[src/rtl/pipeline_hazard_ctrl_pkg.sv]
// Shared definitions for the pipeline hazard controller.
// Holds the FSM state encoding, the zero-register constant, the default
// parameter values and the packed control-bundle type.
package pipeline_hazard_ctrl_pkg;

    localparam logic [0:0] ST_RUN      = 1'b0;
    localparam logic [0:0] ST_MEM_WAIT = 1'b1;

    localparam logic [4:0] REG_ZERO = 5'd0;

    localparam int unsigned DEF_MEM_TIMEOUT = 64;
    localparam int unsigned DEF_CNT_W       = 32;

    // Pipeline-register and PC controls produced every cycle.
    typedef struct packed {
        logic pc_write;
        logic ifid_write;
        logic ifid_flush;
        logic idex_write;
        logic idex_flush;
        logic exmem_write;
        logic exmem_flush;
        logic mwb_flush;
    } hazard_ctrl_t;

    // No-hazard controls: everything advances, nothing is squashed.
    function automatic hazard_ctrl_t ctrl_default();
        hazard_ctrl_t c;
        c = '{pc_write: 1'b1, ifid_write: 1'b1, ifid_flush: 1'b0,
              idex_write: 1'b1, idex_flush: 1'b0, exmem_write: 1'b1,
              exmem_flush: 1'b0, mwb_flush: 1'b0};
        return c;
    endfunction

    // Held-empty controls: nothing is written, every stage is bubbled.
    function automatic hazard_ctrl_t ctrl_hold_empty();
        hazard_ctrl_t c;
        c = '{pc_write: 1'b0, ifid_write: 1'b0, ifid_flush: 1'b1,
              idex_write: 1'b0, idex_flush: 1'b1, exmem_write: 1'b0,
              exmem_flush: 1'b1, mwb_flush: 1'b1};
        return c;
    endfunction

endpackage

[src/rtl/pipeline_hazard_ctrl_if.sv]
// Hazard-controller bus: pipeline status in, stall/flush controls and
// performance counters out.
//   master : pipeline side (drives stage status, receives controls)
//   slave  : controller side
interface pipeline_hazard_ctrl_if #(
    parameter int unsigned CNT_W = 32
);
    logic [4:0]       IDRs;
    logic [4:0]       IDRt;
    logic             IDUsesRt;
    logic             EXmemread;
    logic [4:0]       EXRegDst;
    logic             Mmemread;
    logic             Mmemwrite;
    logic             DMemReady;
    logic             Mbranchtaken;
    logic             CountClear;
    logic             PCWrite;
    logic             IFIDWrite;
    logic             IFIDFlush;
    logic             IDEXWrite;
    logic             IDEXFlush;
    logic             EXMEMWrite;
    logic             EXMEMFlush;
    logic             MWBFlush;
    logic [CNT_W-1:0] StallCycles;
    logic [CNT_W-1:0] FlushEvents;
    logic             MemTimeout;

    modport master (
        output IDRs, IDRt, IDUsesRt, EXmemread, EXRegDst, Mmemread, Mmemwrite,
               DMemReady, Mbranchtaken, CountClear,
        input  PCWrite, IFIDWrite, IFIDFlush, IDEXWrite, IDEXFlush, EXMEMWrite,
               EXMEMFlush, MWBFlush, StallCycles, FlushEvents, MemTimeout
    );

    modport slave (
        input  IDRs, IDRt, IDUsesRt, EXmemread, EXRegDst, Mmemread, Mmemwrite,
               DMemReady, Mbranchtaken, CountClear,
        output PCWrite, IFIDWrite, IFIDFlush, IDEXWrite, IDEXFlush, EXMEMWrite,
               EXMEMFlush, MWBFlush, StallCycles, FlushEvents, MemTimeout
    );
endinterface

[src/rtl/pipeline_hazard_ctrl_perf_counter.sv]
// Saturating event counter with synchronous clear (clear beats increment).
//   clk, rst_n : clock, async active-low reset
//   clr        : zero the count on the next edge
//   inc        : add one, holding at all-ones
//   count      : registered count
module hazard_perf_counter #(
    parameter int unsigned W = 32
) (
    input  logic         clk,
    input  logic         rst_n,
    input  logic         clr,
    input  logic         inc,
    output logic [W-1:0] count
);

    always_ff @(posedge clk or negedge rst_n) begin
        if (!rst_n) begin
            count <= '0;
        end else if (clr) begin
            count <= '0;
        end else if (inc && (count != '1)) begin
            count <= count + W'(1);
        end
    end

endmodule

[src/rtl/pipeline_hazard_ctrl.sv]
// Central stall/flush controller for the 5-stage pipeline (branches resolve
// in MEM). Resolves memory waits, taken-branch flushes and load-use stalls,
// and keeps stall/flush counters plus a sticky memory-timeout flag.
//   Clk, Reset : clock, async active-low reset (pipeline held empty while low)
//   bus        : hazard status in, pipeline-register controls and counters out
module pipeline_hazard_ctrl
    import pipeline_hazard_ctrl_pkg::*;
#(
    parameter int unsigned MEM_TIMEOUT = DEF_MEM_TIMEOUT,
    parameter int unsigned CNT_W       = DEF_CNT_W
) (
    input  logic                  Clk,
    input  logic                  Reset,
    pipeline_hazard_ctrl_if.slave bus
);

    localparam int unsigned     WAIT_W   = $clog2(MEM_TIMEOUT + 1);
    localparam logic [WAIT_W-1:0] WAIT_MAX = WAIT_W'(MEM_TIMEOUT);

    logic [0:0]        state;
    logic [0:0]        state_nxt;
    logic [WAIT_W-1:0] wait_cnt;
    logic [WAIT_W-1:0] wait_cnt_nxt;
    logic              mem_timeout;
    logic              timeout_set;
    logic              mem_wait_c;
    logic              load_use_c;
    logic              stall_inc;
    logic              flush_inc;
    hazard_ctrl_t      ctrl;

    // Hazard detection from the current stage status.
    always_comb begin
        mem_wait_c = (bus.Mmemread | bus.Mmemwrite) & ~bus.DMemReady;
        load_use_c = bus.EXmemread & (bus.EXRegDst != REG_ZERO) &
                     ((bus.EXRegDst == bus.IDRs) |
                      (bus.IDUsesRt & (bus.EXRegDst == bus.IDRt)));
        stall_inc  = mem_wait_c | (load_use_c & ~bus.Mbranchtaken);
        flush_inc  = bus.Mbranchtaken & ~mem_wait_c;
    end

    // Next state, wait counter and pipeline controls.
    always_comb begin
        state_nxt    = state;
        wait_cnt_nxt = wait_cnt;
        ctrl         = ctrl_default();

        // The entering cycle is itself the first wait cycle, so the counter
        // restarts at one and reaches MEM_TIMEOUT on the MEM_TIMEOUT-th stall.
        case (state)
            ST_RUN: begin
                if (mem_wait_c) begin
                    state_nxt    = ST_MEM_WAIT;
                    wait_cnt_nxt = WAIT_W'(1);
                end
            end
            ST_MEM_WAIT: begin
                if (!mem_wait_c) begin
                    state_nxt = ST_RUN;
                end else if (wait_cnt != WAIT_MAX) begin
                    wait_cnt_nxt = wait_cnt + WAIT_W'(1);
                end
            end
            default: state_nxt = ST_RUN;
        endcase

        if (!Reset) begin
            ctrl = ctrl_hold_empty();
        end else if (mem_wait_c) begin
            // Freeze everything upstream of MEM; let WB drain a bubble.
            ctrl.pc_write    = 1'b0;
            ctrl.ifid_write  = 1'b0;
            ctrl.idex_write  = 1'b0;
            ctrl.exmem_write = 1'b0;
            ctrl.mwb_flush   = 1'b1;
        end else if (bus.Mbranchtaken) begin
            // Squash the three younger instructions; PC loads the target.
            ctrl.ifid_flush  = 1'b1;
            ctrl.idex_flush  = 1'b1;
            ctrl.exmem_flush = 1'b1;
        end else if (load_use_c) begin
            ctrl.pc_write    = 1'b0;
            ctrl.ifid_write  = 1'b0;
            ctrl.idex_flush  = 1'b1;
        end
    end

    assign timeout_set = mem_wait_c & (wait_cnt_nxt == WAIT_MAX);

    // FSM, wait counter and sticky timeout flag.
    always_ff @(posedge Clk or negedge Reset) begin
        if (!Reset) begin
            state       <= ST_RUN;
            wait_cnt    <= '0;
            mem_timeout <= 1'b0;
        end else begin
            state    <= state_nxt;
            wait_cnt <= wait_cnt_nxt;
            if (bus.CountClear) begin
                mem_timeout <= 1'b0;
            end else if (timeout_set) begin
                mem_timeout <= 1'b1;
            end
        end
    end

    hazard_perf_counter #(.W(CNT_W)) u_stall_cnt (
        .clk   (Clk),
        .rst_n (Reset),
        .clr   (bus.CountClear),
        .inc   (stall_inc),
        .count (bus.StallCycles)
    );

    hazard_perf_counter #(.W(CNT_W)) u_flush_cnt (
        .clk   (Clk),
        .rst_n (Reset),
        .clr   (bus.CountClear),
        .inc   (flush_inc),
        .count (bus.FlushEvents)
    );

    assign bus.PCWrite    = ctrl.pc_write;
    assign bus.IFIDWrite  = ctrl.ifid_write;
    assign bus.IFIDFlush  = ctrl.ifid_flush;
    assign bus.IDEXWrite  = ctrl.idex_write;
    assign bus.IDEXFlush  = ctrl.idex_flush;
    assign bus.EXMEMWrite = ctrl.exmem_write;
    assign bus.EXMEMFlush = ctrl.exmem_flush;
    assign bus.MWBFlush   = ctrl.mwb_flush;
    assign bus.MemTimeout = mem_timeout;

endmodule

[src/flat_wrapper.sv]
// flat-port wrapper written by rule: the top's interface ports become plain ports
module pipeline_hazard_ctrl_flat import pipeline_hazard_ctrl_pkg::*;
#(
    parameter int unsigned MEM_TIMEOUT = DEF_MEM_TIMEOUT,
    parameter int unsigned CNT_W       = DEF_CNT_W
)
  (Clk, Reset, bus_IDRs, bus_IDRt, bus_IDUsesRt, bus_EXmemread, bus_EXRegDst, bus_Mmemread, bus_Mmemwrite, bus_DMemReady, bus_Mbranchtaken, bus_CountClear, bus_PCWrite, bus_IFIDWrite, bus_IFIDFlush, bus_IDEXWrite, bus_IDEXFlush, bus_EXMEMWrite, bus_EXMEMFlush, bus_MWBFlush, bus_StallCycles, bus_FlushEvents, bus_MemTimeout);
  pipeline_hazard_ctrl_if #(.CNT_W(CNT_W)) bus_i ();
  input  logic Clk;
  input  logic Reset;
  input wire logic [$bits(bus_i.IDRs)-1:0] bus_IDRs;
  input wire logic [$bits(bus_i.IDRt)-1:0] bus_IDRt;
  input wire logic [$bits(bus_i.IDUsesRt)-1:0] bus_IDUsesRt;
  input wire logic [$bits(bus_i.EXmemread)-1:0] bus_EXmemread;
  input wire logic [$bits(bus_i.EXRegDst)-1:0] bus_EXRegDst;
  input wire logic [$bits(bus_i.Mmemread)-1:0] bus_Mmemread;
  input wire logic [$bits(bus_i.Mmemwrite)-1:0] bus_Mmemwrite;
  input wire logic [$bits(bus_i.DMemReady)-1:0] bus_DMemReady;
  input wire logic [$bits(bus_i.Mbranchtaken)-1:0] bus_Mbranchtaken;
  input wire logic [$bits(bus_i.CountClear)-1:0] bus_CountClear;
  output wire logic [$bits(bus_i.PCWrite)-1:0] bus_PCWrite;
  output wire logic [$bits(bus_i.IFIDWrite)-1:0] bus_IFIDWrite;
  output wire logic [$bits(bus_i.IFIDFlush)-1:0] bus_IFIDFlush;
  output wire logic [$bits(bus_i.IDEXWrite)-1:0] bus_IDEXWrite;
  output wire logic [$bits(bus_i.IDEXFlush)-1:0] bus_IDEXFlush;
  output wire logic [$bits(bus_i.EXMEMWrite)-1:0] bus_EXMEMWrite;
  output wire logic [$bits(bus_i.EXMEMFlush)-1:0] bus_EXMEMFlush;
  output wire logic [$bits(bus_i.MWBFlush)-1:0] bus_MWBFlush;
  output wire logic [$bits(bus_i.StallCycles)-1:0] bus_StallCycles;
  output wire logic [$bits(bus_i.FlushEvents)-1:0] bus_FlushEvents;
  output wire logic [$bits(bus_i.MemTimeout)-1:0] bus_MemTimeout;
  assign bus_i.IDRs = bus_IDRs;
  assign bus_i.IDRt = bus_IDRt;
  assign bus_i.IDUsesRt = bus_IDUsesRt;
  assign bus_i.EXmemread = bus_EXmemread;
  assign bus_i.EXRegDst = bus_EXRegDst;
  assign bus_i.Mmemread = bus_Mmemread;
  assign bus_i.Mmemwrite = bus_Mmemwrite;
  assign bus_i.DMemReady = bus_DMemReady;
  assign bus_i.Mbranchtaken = bus_Mbranchtaken;
  assign bus_i.CountClear = bus_CountClear;
  assign bus_PCWrite = bus_i.PCWrite;
  assign bus_IFIDWrite = bus_i.IFIDWrite;
  assign bus_IFIDFlush = bus_i.IFIDFlush;
  assign bus_IDEXWrite = bus_i.IDEXWrite;
  assign bus_IDEXFlush = bus_i.IDEXFlush;
  assign bus_EXMEMWrite = bus_i.EXMEMWrite;
  assign bus_EXMEMFlush = bus_i.EXMEMFlush;
  assign bus_MWBFlush = bus_i.MWBFlush;
  assign bus_StallCycles = bus_i.StallCycles;
  assign bus_FlushEvents = bus_i.FlushEvents;
  assign bus_MemTimeout = bus_i.MemTimeout;
  pipeline_hazard_ctrl #(.MEM_TIMEOUT(MEM_TIMEOUT), .CNT_W(CNT_W)) u_core (.Clk(Clk), .Reset(Reset), .bus(bus_i));
endmodule
[config.mk]
export PLATFORM = sky130hd
export DESIGN_NAME = pipeline_hazard_ctrl_flat
export DESIGN_NICKNAME = d
export VERILOG_FILES = /design/src/rtl/pipeline_hazard_ctrl_pkg.sv /design/src/rtl/pipeline_hazard_ctrl_if.sv /design/src/rtl/pipeline_hazard_ctrl_perf_counter.sv /design/src/rtl/pipeline_hazard_ctrl.sv /design/src/flat_wrapper.sv
export SDC_FILE = /design/constraint.sdc
export NUM_CORES = 1
export LEC_CHECK = 0
export BUFFER_PORTS_ARGS = -buffer_cell sky130_fd_sc_hd__buf_2
export CORE_AREA = 2 2 98 100
export DETAILED_ROUTE_END_ITERATION = 8
export DIE_AREA = 0 0 100 102
export PLACE_DENSITY = 0.84
export SETUP_SLACK_MARGIN = 0.02
export SLEW_MARGIN = 20
export SYNTH_ARGS = -nofsm -noshare
export SYNTH_HDL_FRONTEND = slang
export SYNTH_HIERARCHICAL = 1
export SYNTH_SLANG_ARGS = --single-unit
[constraint.sdc]
create_clock -name Clk -period 2.5 [get_ports Clk]
set_input_delay 0.375 -clock Clk [delete_from_list [all_inputs] [get_ports Clk]]
set_output_delay 0.375 -clock Clk [all_outputs]
set_load 0.05 [all_outputs]
==> impl_metrics.py, run 1 <==
metrics = {
    "cts": {
        "cts_buffers": 9,
        "cts_buffer_depth": 2,
        "root_buffer": "clkbuf_8",
        "clk-insertion-delay-late_ns": 0.36,
        "cts-htree-levels": 3,
        "clk_pin_slew_ns": 0.09,
        "tritoncts": "built",
        "cts_sinks": 73,
    },
    "timing": {
        "setup_viol": 0,
        "final-hold-violation-count": 0,
        "slew-limit-headroom_pct": 54.0,
        "worst_pin_slew_ns": 0.685,
        "skew_ns": 0.0116,
        "rsz0062_at_grt": "false",
        "fmax_mhz": 424,
        "setup_tns_ns": 0,
        "period_needed_ns": 2.36,
        "drv_slew": 0,
        "fin_crit_sh_pct": 94.3,
    },
    "run_status": {
        "status": "finished clean",
    },
    "final_layout": {
        "diodes": 0,
        "n_fill_cell": 786,
        "syn_to_final_growth_pct": 19.9,
        "fin_nets": 630,
        "drive_gt1_share_pct": 28.3,
    },
    "route": {
        "ant_nets": 0,
        "drcViolationCount": 0,
        "drt-initial-drc-count": 267,
        "routed_wl_microns": 11500,
        "wire_per_inst_microns": 16.0,
        "viasPerCell": 5.91,
        "drt_first_pass_iters": 5,
        "vias": 4245,
    },
    "yosys": {
        "syn_area_sq_mm": 0.00449,
        "async_reset_ff_share_pct": 100,
        "yosysTopAreaCellShare_pct": 40.7,
        "synth_cell_type_count": 66,
        "netlist_instances": 494,
        "synth_seq_cells": 73,
        "synth_ff_type": "dfrtp_1",
        "synth-edff-count": 0,
        "synth.largest_area_cell": "dfrtp_1",
        "synth_area_per_cell_sq_um": 9.10,
        "synthTopCellsByArea": "dfrtp_1 41%, xnor2_1 5.3%, nor2_1 4.1%, a21oi_1 3.6%, o21ai_0 3.1%",
        "yosysSeqAreaShare_pct": 40.7,
        "syn-num-nets": 522,
        "yosysWarningCount": 6,
    },
    "setup_path": {
        "crit_fanout": 11,
        "rrSetupSlack_ns": 0.17,
        "cp_cell_sequence": "buf_2, xnor2_1, nand3_1, o22ai_1, nand3_1, o21ai_2, and3_1, nand4_1, a21o_2, nor4_1, mux2_2",
        "startpoint_type": "input pin",
        "cp-end-kind": "register",
        "cp.arrival_ns": 2.61,
        "required_ns": 2.75,
        "crit_type": "input pin to register",
        "cpMaxStageDelayCell": "mux2_2",
        "cpPeakStageDelay_ns": 0.37,
        "cpMostUsedCell": "nand3_1",
    },
    "min_path": {
        "hold_class": "input pin to asynchronous set/reset pin",
    },
    "grt": {
        "grt_usage_pct": 22.7,
        "grt_pass1_vias": 4073,
        "grt_max_degree": 47,
        "antenna_found_initial": 0,
        "grt_pass1_wl_microns": 18700,
        "grt-ovfl-total": 0,
    },
    "die": {
        "die_y_microns": 102,
        "design.core.area_sq_mm": 0.00911,
        "start_util_pct": 49.3,
        "die_x_microns": 100,
        "ios": 97,
        "rows": 35,
        "dieArea_sq_mm": 0.0102,
    },
    "placed_design": {
        "portBuffers": 96,
        "hpwlAfterDp_microns": 8280,
        "place_congestion": 0.873,
    },
    "power": {
        "p_leak_nw": 2.38,
        "ir_worst_vdd_v": 0.000292,
        "fin_total_pwr_mw": 2.42,
        "power.density_mw_per_mm2": 450,
    },
    "flow_run": {
        "drv_cap": 0,
    },
}
-- placed cells by master, fill, tap and decap left out, drive strengths merged, types with 19 or more instances in the layout --
master  netlist  final
nor2         50     50
nand3        27     27
inv          17     20
dfrtp        73     73
a21oi        32     32
o21ai        28     28
xnor2        27     27
buf           9    117
nand2        34     34
or3          19     19
-- logic make-up after synthesis --
| kind of cell | after synthesis | synth area share, % |
|---|---|---|
| mux | 12 | 2.98 |
| xor+xnor | 34 | 6.63 |
| simple gates | 224 | 27.9 |
| fa+ha+maj | 4 | 1.11 |
| flops | 73 | 40.7 |
| compound gates | 108 | 16.7 |
| buf+inv | 39 | 4.07 |
-- flip-flops by register name, summed over array words and instances, names as in the netlist --
| register | count |
|---|---|
| u_core/u_stall_cnt/count | 32 |
| u_core/state | 1 |
| u_core/bus.MemTimeout | 1 |
| u_core/wait_cnt | 7 |
| u_core/u_flush_cnt/count | 32 |
-- metal layers --
| metal | wire length, microns | global-route usage [%] | up-vias |
|---|---|---|---|
| met5 | 0 | 0 | - |
| met3 | 754 | 4.65 | 20 |
| li1 | - | - | 2030 |
| met2 | 5670 | 39.4 | 182 |
| met4 | 216 | 10.1 | 0 |
| met1 | 4820 | 27.6 | 2013 |
-- critical path, delay by kind of cell --
family | cells | cell delay (ns)
AND/OR/NAND/NOR | 5 | 0.85
AO/OA/AOI/OAI | 3 | 0.70
XOR/XNOR | 1 | 0.19
multiplexers | 1 | 0.37
buffers and inverters | 1 | 0.13
-- through the flow --
stage	hold slack (ns)	instance area [sq um]	instances	utilization [%]	setup slack, ns
3_5_place_dp	0.260	5180	701	56.9	-0.291
6_report	0.419	5390	718	59.2	0.142
3_3_place_gp	0.252	5180	701	56.9	-0.214
4_1_cts	0.417	5380	718	59.0	0.0936
2_1_floorplan	0.0794	4520	494	-	-0.00867
5_1_grt	0.416	5390	718	59.2	0.0257
-- final cells by class --
class | count | area [sq um] | area share (%)
Clock buffer | 9 | 124 | 2.30
Multi-Input combinational cell | 382 | 2500 | 46.4
Sequential cell | 73 | 1830 | 33.9
Inverter | 18 | 71.3 | 1.32
Timing Repair Buffer | 118 | 663 | 12.3
Clock inverter | 7 | 60.1 | 1.11
Tap cell | 111 | 139 | 2.58
-- final timing paths --
path	start	endpoint	cells past startpoint
hold reg to reg	u_core/bus.MemTimeout	u_core/bus.MemTimeout	2
hold / removal	Reset	u_core/u_stall_cnt/count[0]	2
min in group Clk	u_core/bus.MemTimeout	u_core/bus.MemTimeout	2
max in group asynchronous	Reset	u_core/u_flush_cnt/count[26]	3
setup reg to reg	u_core/u_flush_cnt/count[11]	u_core/u_flush_cnt/count[28]	5
setup / recovery	bus_EXRegDst[1]	u_core/u_stall_cnt/count[29]	11
-- Yosys cell counts (all sizes together) (2+ instances only) --
library cell  number
o41ai              2
o21ai             28
mux2i              4
xnor2             27
a31oi              4
nand2             34
mux2               8
o311ai             2
a31o               3
a41o               2
nor2              50
nand3b             2
and2               6
or4                8
ha                 4
nand2b             5
buf                9
nand4             18
and4               3
nand3             27
dfrtp             73
o211ai             2
nor2b              9
clkbuf            12
nor4              13
xor2               7
nor3               9
and3              15
a211oi             6
inv               17
or3               19
o32ai              2
o31ai              8
a21o               6
a311oi             2
nand4b             2
a21oi             32
-- where the power goes --
part	internal, mW	leakage (nW)	switching [mW]
sequential	1.20	1.01	0.0379
clock	0.377	0.0848	0.511
combinational	0.104	1.29	0.194
-- what timing repair did --
action	CTS	global route
endpoints found under the hold margin	13	0
buffers inserted	0	0
endpoints found under the setup margin	0	12
resized for setup	0	3
hold buffers	1	0
Power figures use the tool's default switching activity.
==> run 2, diff against run 1 <==
Settings changed: PLACE_DENSITY 0.84 to not set, PLACE_DENSITY_LB_ADDON set to 0.25.
==> run 2 against run 1 <==
  * Final cell count is 0.42% higher
  * Sequential power hardly changed
  * Worst setup slack improved by 0.038 ns
  * Register-to-register slack gained 0.04 ns
  * Die area unchanged
  * First-iteration DRC count decreased by 30%
  * Count of clock-buffer cells in the layout grew 2
  * Hold slack got worse by 0.39 ns
  * Core utilization up 0.45 points
  * Combinational power rose by 3%
  * Via count is 1.1% lower
  * Clock skew rose by 0.0032 ns
  * Critical path type unchanged
  * Largest cell class unchanged
==> impl_metrics.py, run 2 (synthesized netlist as in run 1, its figures left out) <==
metrics = {
    "run_status": {
        "status": "finished clean",
    },
    "cts": {
        "cts_resized": 0,
        "cts_sinks": 73,
        "post-cts-setup-buffers": 0,
        "clk_pin_slew_ns": 0.09,
        "tritoncts": "built",
        "cts-htree-levels": 3,
        "cts_buffers": 9,
        "root_buffer": "clkbuf_8",
        "hold_buffers": 0,
        "cts_buffer_depth": 2,
        "clk-insertion-delay-late_ns": 0.35,
    },
    "final_layout": {
        "ff_latch_area_sq_mm": 0.00183,
        "drive_gt1_share_pct": 28.7,
        "final_cell_area_sq_mm": 0.00543,
        "final_common_cell": "buf_2",
        "fin_nets": 633,
        "diodes": 0,
        "final_cell_mix": "95 x buf_2, 71 x dfrtp_1, 49 x nor2_1",
        "n_fill_cell": 819,
        "syn_to_final_growth_pct": 20.9,
        "reg_top3": "u_core/u_flush_cnt/count x32, u_core/u_stall_cnt/count x32, u_core/wait_cnt x7",
        "fin_cells": 721,
        "multi_input_area_sq_mm": 0.00250,
    },
    "route": {
        "wire_per_inst_microns": 15.6,
        "viasPerCell": 5.83,
        "ant_nets": 0,
        "drt-initial-drc-count": 187,
        "vias": 4200,
        "routed_wl_microns": 11300,
        "drt_first_pass_iters": 4,
        "drcViolationCount": 0,
    },
    "setup_path": {
        "cp_num_buf_inv": 2,
        "crit_type": "input pin to register",
        "r2r-start": "u_core/u_flush_cnt/count[16]",
        "startpoint_type": "input pin",
        "cpPeakStageDelay_ns": 0.34,
        "cpMostUsedCell": "nand3_1",
        "cpMaxStageDelayCell": "or3_1",
        "cp-end-kind": "register",
        "r2r-end": "u_core/u_flush_cnt/count[27]",
        "worstRegToRegCells": 6,
        "required_ns": 2.78,
        "crit_fanout": 11,
        "crit_family": "simple AND/OR/NAND/NOR gates",
        "cp.arrival_ns": 2.59,
        "cp_cell_sequence": "buf_2, xnor2_1, nand3_1, o22ai_1, nand3_1, o21ai_2, and3_1, nand4_1, a21o_2, buf_4, or3_1, a21oi_1",
        "rrSetupSlack_ns": 0.21,
    },
    "timing": {
        "drv_slew": 0,
        "final-hold-violation-count": 0,
        "worst_slack_ns": 0.181,
        "fin_crit_sh_pct": 92.8,
        "worst_pin_slew_ns": 0.731,
        "slew-limit-headroom_pct": 50.9,
        "period_needed_ns": 2.32,
        "setup_viol": 0,
        "skew_ns": 0.0148,
        "rsz0062_at_grt": "true",
        "hold_ws_ns": 0.0322,
        "fmax_mhz": 431,
    },
    "grt": {
        "grt_pass1_wl_microns": 18300,
        "grt-ovfl-total": 0,
        "grt_pass1_vias": 3893,
        "grt_max_degree": 48,
        "antenna_found_initial": 0,
        "grt_usage_pct": 22.0,
    },
    "power": {
        "ir_worst_vdd_v": 0.000276,
        "p_leak_nw": 2.41,
        "power.density_mw_per_mm2": 463,
    },
    "die": {
        "ios": 97,
        "die_x_microns": 100,
        "start_util_pct": 49.3,
        "dieArea_sq_mm": 0.0102,
        "design.core.area_sq_mm": 0.00911,
        "die_y_microns": 102,
        "rows": 35,
    },
    "placed_design": {
        "placed_cell_area_sq_mm": 0.00521,
        "portBuffers": 96,
        "pre_cts_ws_ns": -0.245,
        "hpwlAfterDp_microns": 8200,
        "place_inst": 705,
        "place_congestion": 0.840,
    },
    "flow_run": {
        "drv_cap": 0,
    },
    "min_path": {
        "hold_class": "input pin to asynchronous set/reset pin",
    },
}
run 2: changes by cell type in the layout (fill, tap and decap cells not counted), moves of 2 or more:
cell / previous run / this run
clkinvlp_4: 4 / 2
clkinv_4: 0 / 2
inv_6: 3 / 1
buf_4: 21 / 25
run 2: metrics by stage:
step	total power, mW	setup TNS [ns]	util, %
2_1_floorplan	1.45	-0.00867	-
3_3_place_gp	1.56	-1.14	57.2
3_5_place_dp	1.57	-2.14	57.2
4_1_cts	2.54	0	59.5
5_1_grt	2.62	0	59.6
6_report	2.51	0	59.6
run 2: area by class of cell:
type	instances	share of cell area [%]
Timing Repair Buffer	121	12.6
Clock inverter	5	1.18
Tap cell	111	2.56
Inverter	18	1.31
Clock buffer	11	2.60
Sequential cell	73	33.7
Multi-Input combinational cell	382	46.1
run 2: worst max-delay path by stage:
stage	start	to	slack, ns	cells past startpoint
after global routing	bus_EXRegDst[1]	u_core/u_stall_cnt/count[17]	0.007	12
after detailed placement	bus_EXRegDst[1]	u_core/u_stall_cnt/count[29]	-0.24	11
after global placement	bus_EXRegDst[1]	u_core/u_stall_cnt/count[31]	-0.15	11
after CTS	bus_EXRegDst[1]	u_core/u_stall_cnt/count[29]	0.12	11
after floorplan	bus_DMemReady	bus_PCWrite	-0.009	6
final	bus_EXRegDst[1]	u_core/u_stall_cnt/count[17]	0.18	12
run 2: worst reg2reg max path, cell delays in order, from the launching register on:
cell	delay, ns
dfrtp_1	0.45
nand4_2	0.19
or4_4	0.66
a2111o_1	0.44
buf_4	0.16
o21ai_0	0.18
a21oi_1	0.09
run 2: report_power, final:
group | leakage (nW) | internal, mW | total (mW) | switching [mW]
clock | 0.100 | 0.496 | 0.968 | 0.472
combinational | 1.30 | 0.109 | 0.305 | 0.195
sequential | 1.01 | 1.20 | 1.24 | 0.0393
run 2: per-layer routing:
metal	track usage [%]	vias up	part of all wire (%)
met5	0	-	0
met4	6.64	0	1.0
met1	28.3	2050	44
li1	-	2038	-
met3	3.42	10	4.9
met2	38.6	102	50
==> run 3, diff against run 2 <==
Settings changed: PLACE_DENSITY_LB_ADDON 0.25 to 0.05.
==> run 3 against run 2 <==
  * Critical path depth did not move
  * Core utilization rose by 0.44 points
  * Sequential share of layout area fell by 0.25 points
  * Via count fell by 2.0%
  * Hold slack improved by 0.39 ns
==> impl_metrics.py, run 3 (synthesized netlist as in run 1, its figures left out) <==
metrics = {
    "timing": {
        "skew_ns": 0.00662,
        "setup_viol": 0,
        "worst_pin_slew_ns": 0.815,
        "fin_crit_sh_pct": 93.9,
        "drv_slew": 0,
        "period_needed_ns": 2.35,
        "slew-limit-headroom_pct": 45.7,
        "rsz0062_at_grt": "false",
        "worst_slack_ns": 0.152,
        "final-hold-violation-count": 0,
        "fmax_mhz": 426,
    },
    "final_layout": {
        "n_fill_cell": 814,
        "drive_gt1_share_pct": 28.7,
        "final_cell_area_sq_mm": 0.00547,
        "diodes": 0,
        "final_common_cell": "buf_2",
        "fin_nets": 633,
        "reg_top3": "u_core/u_flush_cnt/count x32, u_core/u_stall_cnt/count x32, u_core/wait_cnt x7",
        "final_cell_mix": "95 x buf_2, 71 x dfrtp_1, 49 x nor2_1",
        "syn_to_final_growth_pct": 21.7,
    },
    "cts": {
        "cts-htree-levels": 3,
        "root_buffer": "clkbuf_8",
        "clk-insertion-delay-late_ns": 0.34,
        "cts_buffers": 9,
        "cts_sinks": 73,
        "clk_pin_slew_ns": 0.08,
        "tritoncts": "built",
        "cts_buffer_depth": 2,
    },
    "die": {
        "design.core.area_sq_mm": 0.00911,
        "die_x_microns": 100,
        "die_y_microns": 102,
        "dieArea_sq_mm": 0.0102,
        "rows": 35,
        "ios": 97,
        "start_util_pct": 49.3,
    },
    "grt": {
        "grt-ovfl-total": 0,
        "grt_pass1_wl_microns": 18100,
        "grt_pass1_vias": 3890,
        "antenna_found_initial": 0,
        "grt_max_degree": 66,
        "grt_usage_pct": 21.9,
    },
    "setup_path": {
        "crit_type": "input pin to register",
        "startpoint_type": "input pin",
        "rrSetupSlack_ns": 0.23,
        "crit_fanout": 11,
        "r2r-end": "u_core/u_flush_cnt/count[15]",
        "cp_cell_sequence": "buf_2, xnor2_1, nand3_1, o22ai_2, nand3_1, o21ai_2, and3_1, nand4_1, a21o_2, buf_4, nor3_1, mux2_2",
        "required_ns": 2.73,
        "cp-end-kind": "register",
        "cpPeakStageDelay_ns": 0.35,
        "cpMaxStageDelayCell": "mux2_2",
        "r2r-start": "u_core/u_flush_cnt/count[27]",
        "cpMostUsedCell": "nand3_1",
        "cp.arrival_ns": 2.58,
        "worstRegToRegCells": 6,
    },
    "route": {
        "viasPerCell": 5.71,
        "routed_wl_microns": 11000,
        "drcViolationCount": 0,
        "ant_nets": 0,
        "drt-initial-drc-count": 139,
        "wire_per_inst_microns": 15.3,
        "drt_first_pass_iters": 4,
        "vias": 4116,
    },
    "power": {
        "p_sw_share_pct": 25.5,
        "power_frac_seq_pct": 46.3,
        "power.switching_uw": 682,
        "ir_worst_vdd_v": 0.000195,
        "internal_power_mw": 1.99,
        "power.density_mw_per_mm2": 489,
        "pwr-share-clk_pct": 42.5,
        "p_leak_nw": 2.44,
        "comb_power_share_pct": 11.3,
    },
    "min_path": {
        "hold_class": "input pin to asynchronous set/reset pin",
    },
    "placed_design": {
        "place_congestion": 0.832,
        "placed_cell_area_sq_mm": 0.00521,
        "hpwlAfterDp_microns": 7860,
        "portBuffers": 96,
        "pre_cts_ws_ns": -0.300,
    },
    "run_status": {
        "status": "finished clean",
    },
    "flow_run": {
        "drv_cap": 0,
    },
}
run 3: what timing repair did:
action                                  4_1_cts  5_1_grt
endpoints found under the hold margin         8        0
endpoints found under the setup margin        0       11
resized for setup                             0        3
hold buffers                                  1        0
setup buffers                                 0        0
run 3: cell type report:
type,instances,area (sq um),area share (%)
multi-input cells,382,2500,45.7
inverters,18,71.3,1.30
clock buffers,10,138,2.52
well taps,111,139,2.54
repair buffers,121,686,12.5
clock inverters,6,105,1.92
flip-flops and latches,73,1830,33.4
run 3: power by group through the flow:
stage | Clock [mW] | Sequential (mW) | Combinational (mW)
after floorplan | 0 | 1.27 | 0.181
after global placement | 0 | 1.26 | 0.293
after detailed placement | 0 | 1.26 | 0.302
after CTS | 1.17 | 1.24 | 0.304
after global routing | 1.21 | 1.24 | 0.333
final | 1.14 | 1.24 | 0.301
run 3: worst max-delay path by stage:
stage                          startpoint                      endpoint  slack [ns]  depth (start not counted)
after detailed placement  bus_EXRegDst[4]  u_core/u_stall_cnt/count[19]       -0.30                         12
final                     bus_EXRegDst[4]  u_core/u_stall_cnt/count[19]        0.15                         12
after floorplan             bus_DMemReady                   bus_PCWrite      -0.009                          6
after global placement    bus_EXRegDst[1]  u_core/u_stall_cnt/count[19]       -0.24                         12
after global routing      bus_EXRegDst[2]  u_core/u_stall_cnt/count[19]       0.007                         12
after CTS                 bus_EXRegDst[3]  u_core/u_stall_cnt/count[19]        0.06                         12
run 3: worst max-delay path: cells and delay by family:
kind                      cells  cell delay, ns
and+or+nand+nor               5            0.72
xor gates and xnor gates      1            0.16
AOI/OAI and AO/OA             3            0.65
buffers and inverters         2            0.31
muxes                         1            0.35
run 3: metrics by stage:
stage | hold slack (ns) | TNS [ns] | std cells | utilization [%] | power [mW]
after floorplan | 0.0794 | -0.00867 | 494 | - | 1.45
after global placement | 0.214 | -1.65 | 704 | 57.2 | 1.55
after detailed placement | 0.220 | -2.21 | 704 | 57.2 | 1.56
after CTS | 0.408 | 0 | 721 | 59.9 | 2.71
after global routing | 0.432 | 0 | 721 | 60.1 | 2.79
final | 0.420 | 0 | 721 | 60.1 | 2.68
run 3: metal layers:
layer	up-vias	global-route usage [%]	share of wire, %
li1	2037	-	-
met1	1977	27.2	45
met2	98	39.3	50
met3	4	3.76	4.5
met4	0	6.53	0.48
met5	-	0	0
